==> config.mk <==
export PLATFORM = sky130hd
export DESIGN_NAME = axi_burst_master
export DESIGN_NICKNAME = d
export VERILOG_FILES = /design/src/rtl/axi_burst_master.sv
export SDC_FILE = /design/constraint.sdc
export NUM_CORES = 1
export LEC_CHECK = 0
export BUFFER_PORTS_ARGS = -buffer_cell sky130_fd_sc_hd__buf_2
export CAP_MARGIN = 30
export CELL_PAD_IN_SITES_DETAIL_PLACEMENT = 2
export CELL_PAD_IN_SITES_GLOBAL_PLACEMENT = 2
export CORE_MARGIN = 4
export CORE_UTILIZATION = 16
export CTS_BUF_LIST = sky130_fd_sc_hd__clkbuf_16
export DETAILED_ROUTE_END_ITERATION = 6
export PLACE_DENSITY_LB_ADDON = 0.2
export SLEW_MARGIN = 20
export SYNTH_ARGS = -nofsm -noshare
export SYNTH_HDL_FRONTEND = slang
export SYNTH_SLANG_ARGS = --single-unit
==> constraint.sdc <==
create_clock -name clk -period 2 [get_ports clk]
set_clock_uncertainty 0.15 [all_clocks]
set_input_delay 0.1 -clock clk [delete_from_list [all_inputs] [get_ports clk]]
set_output_delay 0.1 -clock clk [all_outputs]
set_load 0.03 [all_outputs]
==> src/rtl/axi_burst_master.sv <==
// Single-outstanding AXI4 burst master: one read or write INCR burst per command,
// data streamed through valid/ready ports, completion flagged by a done pulse.
module axi_burst_master #(
    parameter int ADDR_WD = 32,
    parameter int DATA_WD = 32
) (
    input  logic                   clk,
    input  logic                   rst,

    input  logic                   cmd_valid_i,
    output logic                   cmd_ready_o,
    input  logic                   cmd_write_i,
    input  logic [ADDR_WD-1:0]     cmd_addr_i,
    input  logic [7:0]             cmd_len_i,

    input  logic [DATA_WD-1:0]     wr_data_i,
    input  logic                   wr_valid_i,
    output logic                   wr_ready_o,

    output logic [DATA_WD-1:0]     rd_data_o,
    output logic                   rd_valid_o,
    input  logic                   rd_ready_i,

    output logic                   done_o,
    output logic [1:0]             err_o,

    output logic                   m_axi_arvalid_o,
    output logic [ADDR_WD-1:0]     m_axi_araddr_o,
    output logic [7:0]             m_axi_arlen_o,
    output logic [2:0]             m_axi_arsize_o,
    output logic [1:0]             m_axi_arburst_o,
    input  logic                   m_axi_arready_i,

    input  logic                   m_axi_rvalid_i,
    input  logic [DATA_WD-1:0]     m_axi_rdata_i,
    input  logic [1:0]             m_axi_rresp_i,
    input  logic                   m_axi_rlast_i,
    output logic                   m_axi_rready_o,

    output logic                   m_axi_awvalid_o,
    output logic [ADDR_WD-1:0]     m_axi_awaddr_o,
    output logic [7:0]             m_axi_awlen_o,
    output logic [2:0]             m_axi_awsize_o,
    output logic [1:0]             m_axi_awburst_o,
    input  logic                   m_axi_awready_i,

    output logic                   m_axi_wvalid_o,
    output logic [DATA_WD-1:0]     m_axi_wdata_o,
    output logic [DATA_WD/8-1:0]   m_axi_wstrb_o,
    output logic                   m_axi_wlast_o,
    input  logic                   m_axi_wready_i,

    input  logic                   m_axi_bvalid_i,
    input  logic [1:0]             m_axi_bresp_i,
    output logic                   m_axi_bready_o
);

    localparam int STRB_WD = DATA_WD / 8;
    localparam logic [2:0] AXSIZE = 3'($clog2(STRB_WD));
    localparam logic [1:0] INCR = 2'b01;

    typedef enum logic [2:0] {
        S_IDLE, S_AR, S_R, S_AW, S_W, S_B
    } state_e;

    state_e             state_q;
    logic [ADDR_WD-1:0] addr_q;
    logic [7:0]         len_q;
    logic [8:0]         cnt_q;
    logic [1:0]         err_q;
    logic               done_q;

    logic last_beat;
    logic r_hs;
    logic w_hs;

    assign last_beat = (cnt_q == {1'b0, len_q});
    assign r_hs = (state_q == S_R) && m_axi_rvalid_i && rd_ready_i;
    assign w_hs = (state_q == S_W) && wr_valid_i && m_axi_wready_i;

    assign cmd_ready_o = (state_q == S_IDLE);
    assign done_o = done_q;
    assign err_o = err_q;

    assign m_axi_arvalid_o = (state_q == S_AR);
    assign m_axi_araddr_o = addr_q;
    assign m_axi_arlen_o = len_q;
    assign m_axi_arsize_o = AXSIZE;
    assign m_axi_arburst_o = INCR;

    // Read data is a straight pass-through while the burst is open
    assign m_axi_rready_o = (state_q == S_R) && rd_ready_i;
    assign rd_valid_o = (state_q == S_R) && m_axi_rvalid_i;
    assign rd_data_o = m_axi_rdata_i;

    assign m_axi_awvalid_o = (state_q == S_AW);
    assign m_axi_awaddr_o = addr_q;
    assign m_axi_awlen_o = len_q;
    assign m_axi_awsize_o = AXSIZE;
    assign m_axi_awburst_o = INCR;

    assign m_axi_wvalid_o = (state_q == S_W) && wr_valid_i;
    assign m_axi_wdata_o = wr_data_i;
    assign m_axi_wstrb_o = '1;
    assign m_axi_wlast_o = (state_q == S_W) && last_beat;
    assign wr_ready_o = (state_q == S_W) && m_axi_wready_i;

    assign m_axi_bready_o = (state_q == S_B);

    always_ff @(posedge clk) begin
        if (rst) begin
            state_q <= S_IDLE;
            addr_q  <= '0;
            len_q   <= '0;
            cnt_q   <= '0;
            err_q   <= '0;
            done_q  <= 1'b0;
        end else begin
            done_q <= 1'b0;
            unique case (state_q)
                S_IDLE: begin
                    if (cmd_valid_i) begin
                        addr_q  <= cmd_addr_i;
                        len_q   <= cmd_len_i;
                        cnt_q   <= '0;
                        err_q   <= '0;
                        state_q <= cmd_write_i ? S_AW : S_AR;
                    end
                end
                S_AR: begin
                    if (m_axi_arready_i) state_q <= S_R;
                end
                S_R: begin
                    if (r_hs) begin
                        cnt_q <= cnt_q + 9'd1;
                        if (m_axi_rresp_i != 2'b00) err_q[0] <= 1'b1;
                        // The beat count, not RLAST, ends the burst
                        if (m_axi_rlast_i != last_beat) err_q[1] <= 1'b1;
                        if (last_beat) begin
                            state_q <= S_IDLE;
                            done_q  <= 1'b1;
                        end
                    end
                end
                S_AW: begin
                    if (m_axi_awready_i) state_q <= S_W;
                end
                S_W: begin
                    if (w_hs) begin
                        cnt_q <= cnt_q + 9'd1;
                        if (last_beat) state_q <= S_B;
                    end
                end
                S_B: begin
                    if (m_axi_bvalid_i) begin
                        if (m_axi_bresp_i != 2'b00) err_q[0] <= 1'b1;
                        state_q <= S_IDLE;
                        done_q  <= 1'b1;
                    end
                end
                default: state_q <= S_IDLE;
            endcase
        end
    end

endmodule

==> impl_metrics.csv <==
group,metric,value,unit
sta,setup_slack,-0.0126,ns
floorplanning,coreArea,19600,um^2
hold_path,hold_depth,3,
detailed_routing,finalWirelength,11300,um
setup_path,crit_top_cell,"buf_6",
setup_path,arrival,1.76,ns
sta,final_hold_viol_count,0,
setup_path,cp.depth,6,
hold_path,hp-class,"input port to flop",
synthesis,synth-seq-cells,55,
floorplanning,die_height,150,um
clock_network,clk_pin_slew,0.08,ns
final_layout,area_growth,35.5,%
synthesis,synth.distinct_cells,41,
setup_path,path_max_fanout,3,
synthesis,postSynth.topFlopCell,"dfxtp_1",
setup_path,worstReg2RegEnd,"err_o[1]",
clock_network,cts_sinks,55,
synthesis,synth_most_common_cell,"buf_4",
final_layout,nFillCells,2351,
floorplanning,die_area,22400,um^2
hold_path,min-delay-start,"rst",
setup_path,cp.buffers_inverters,2,
clock_network,clockRootBuffer,"clkbuf_16",
synthesis,synth_cells,413,
setup_path,slowest_stage,"or4_4",
synthesis,yosys-top-cells-area,"dfxtp_1 34%, buf_4 28%, nand2_1 10%",
global_routing,gr-total-overflow,0,
setup_path,cp_data_required_time,1.75,ns
setup_path,rrSetupSlack,0.05,ns
setup_path,end_kind,"primary output",
synthesis,synthMuxAreaShare,0.625,%
synthesis,ys_seq_area_share,34.3,%
synthesis,async_flop_share,0,%
final_layout,nNetsFinal,642,
clock_network,cts_tree,"done",
pwr,power_density,1170,nW/um^2
detailed_routing,ant_nets,0,
setup_path,path_delay_family,"simple AND/OR/NAND/NOR gates",
sta,fmax,497,MHz
placement,routabilityCongestion,0.744,
placement,place_hpwl,8280,um
sta,period_share,101,%
outcome,status,"finished with violations",
setup_path,reg2reg_depth,7,
global_routing,grt_pass1_vias,3238,
global_routing,grt_pass1_wl,17500,um
sta,maxSlewViolCount,0,
detailed_routing,dr.pass1.iters,4,
clock_network,clk_latency,0.30,ns
global_routing,grt_max_degree,40,
synthesis,yosys.area.top_type,"dfxtp_1",
placement,placed_cell_area,3650,um^2
detailed_routing,wl_per_cell,14.4,um
setup_path,start_kind,"flop",
global_routing,grt_usage,9.85,%
clock_network,h-tree-depth,2,
outcome,violations,"negative setup slack",
setup_path,critPathMaxStageDelay,0.48,ns
synthesis,synth-compound-area-share,10.0,%
final_layout,diodes,0,
synthesis,avgSynthCellArea,7.76,um^2
setup_path,worstReg2RegStart,"cnt_q[1]",
synthesis,synth_edf_count,0,
hold_path,holdPathEnd,"err_o[0]",
synthesis,synth_xor_area_share,3.83,%
floorplanning,start_util,16.4,%
detailed_routing,via_per_inst,3.76,
placement,dp_cells,734,
detailed_routing,route.detailed.drc,0,
synthesis,syn-cell-area,3210,um^2
placement,io_buffers,147,
pwr,p_leak,2.01,nW
clock_network,cts.path.max_buffers,2,
setup_path,criticalPathCategory,"flop to primary output",
final_layout,fin_area,4340,um^2
floorplanning,fp-row-count,51,
synthesis,synthAdderAreaFrac,0.390,%
setup_path,path_cells,"xnor2_2, nand4_1, or4_4, buf_6, nor2_4, buf_6",
pwr,peakVddDrop,0.356,mV
sta,rsz0062_at_grt,"true",
synthesis,synth_top_area_share,34.3,%
clock_network,cts_inserted_buffers,5,
detailed_routing,num_vias,2962,
sta,finalSetupViolCount,1,
flow_run,maxCapViolCount,0,
floorplanning,dieWidth,150,um
synthesis,synth_simple_gate_area_share,20.3,%
synthesis,synth_warnings,0,
detailed_routing,drtIter0Drc,57,
final_layout,instances_no_fill,787,
final_layout,final_util,22.2,%
global_routing,antenna_found_initial,0,
synthesis,synth_commonest_cells,"118 x buf_4, 88 x nand2_1, 55 x dfxtp_1, 46 x a21oi_1, 17 x nor2_1",
sta,fin_crit,2.01,ns
synthesis,synth_top_family_by_area,"buffers and inverters",
final_layout,drive_above_1_share,42.5,%
floorplanning,io_pins,290,
-- how the worst max path moves through the flow --
| stage | startpoint | to | slack (ns) |
|---|---|---|---|
| 5_1_grt | cnt_q[1] | m_axi_wlast_o | -0.13 |
| 2_1_floorplan | m_axi_arlen_o[3] | state_q[0] | 0.003 |
| 4_1_cts | m_axi_arlen_o[3] | m_axi_wlast_o | -0.11 |
| 3_5_place_dp | state_q[1] | cnt_q[8] | -0.03 |
| 6_report | cnt_q[1] | m_axi_wlast_o | -0.01 |
| 3_3_place_gp | state_q[1] | cnt_q[8] | 0.0003 |
-- worst min-delay path, stage by stage --
cell	delay, ns
buf_2	0.11
nand2b_1	0.17
nor2_1	0.06
-- cell usage in the layout, fill, tap and decap left out, drive strengths merged, types with 3 or more instances in the layout --
| cell | Yosys | layout |
|---|---|---|
| dlygate4sd3 | 0 | 41 |
| and3 | 4 | 4 |
| o21ai | 3 | 3 |
| nand3 | 7 | 7 |
| dfxtp | 55 | 55 |
| a21oi | 46 | 46 |
| or3 | 3 | 3 |
| buf | 121 | 185 |
| nand2 | 88 | 88 |
| nor2 | 17 | 17 |
| nand4 | 4 | 4 |
| xor2 | 6 | 6 |
| xnor2 | 8 | 8 |
| nand3b | 4 | 4 |
| conb | 2 | 14 |
| clkbuf | 16 | 5 |
| nand2b | 3 | 3 |
-- cells by family after synthesis --
group / count (synthesis)
xor gates and xnor gates: 14
other: 2
adders and majority gates: 1
muxes: 2
AOI/OAI and AO/OA: 57
buffers and inverters: 138
DFF: 55
and+or+nand+nor: 144
-- metrics by stage --
step	hold WS [ns]	total power, mW	TNS [ns]	setup WS (ns)
4_1_cts	0.0259	5.14	-0.196	-0.109
5_1_grt	0.0469	5.46	-0.228	-0.129
6_report	0.0280	5.07	-0.0126	-0.0126
2_1_floorplan	0.0785	3.44	0	0.00306
3_3_place_gp	0.0502	3.93	0	0.000284
3_5_place_dp	0.0502	3.98	-0.0383	-0.0268
-- cell type report --
type	count	area, um^2	share of cell area [%]
timing repair buffer	226	1470	33.9
inverter	1	3.75	0.0864
multi-input combinational	232	1260	29.0
clock buffer	5	125	2.88
tap	265	332	7.63
clock inverter	3	25.0	0.576
sequential	55	1120	25.9
-- state kept, by name, indices dropped and copies added, names as in the netlist --
name / cells
cnt_q: 9
done_o: 1
m_axi_arlen_o: 8
err_o: 2
m_axi_araddr_o: 32
state_q: 3
-- layer usage --
layer	vias up	share of wire (%)	global-route usage [%]	wire [um]
met5	-	0	0	0
met4	0	1.3	2.70	144
met3	12	8.3	2.79	933
met2	118	50	17.7	5660
met1	1412	40	11.5	4570
li1	1420	-	-	-
-- report_power, final --
group          switching (mW)  total (mW)  leakage, nW  internal, mW
logic                    1.66        2.64         1.49         0.979
registers               0.178        1.50        0.457          1.32
clock network           0.459       0.930       0.0700         0.471
-- timing repair --
item,4_1_cts,5_1_grt
buffers inserted,2,2
setup endpoints to repair,4,7
hold buffers,41,0
endpoints found under the hold margin,41,0
pin swaps,6,6
gates resized for setup,13,17
(Power assumes the default switching activity.)
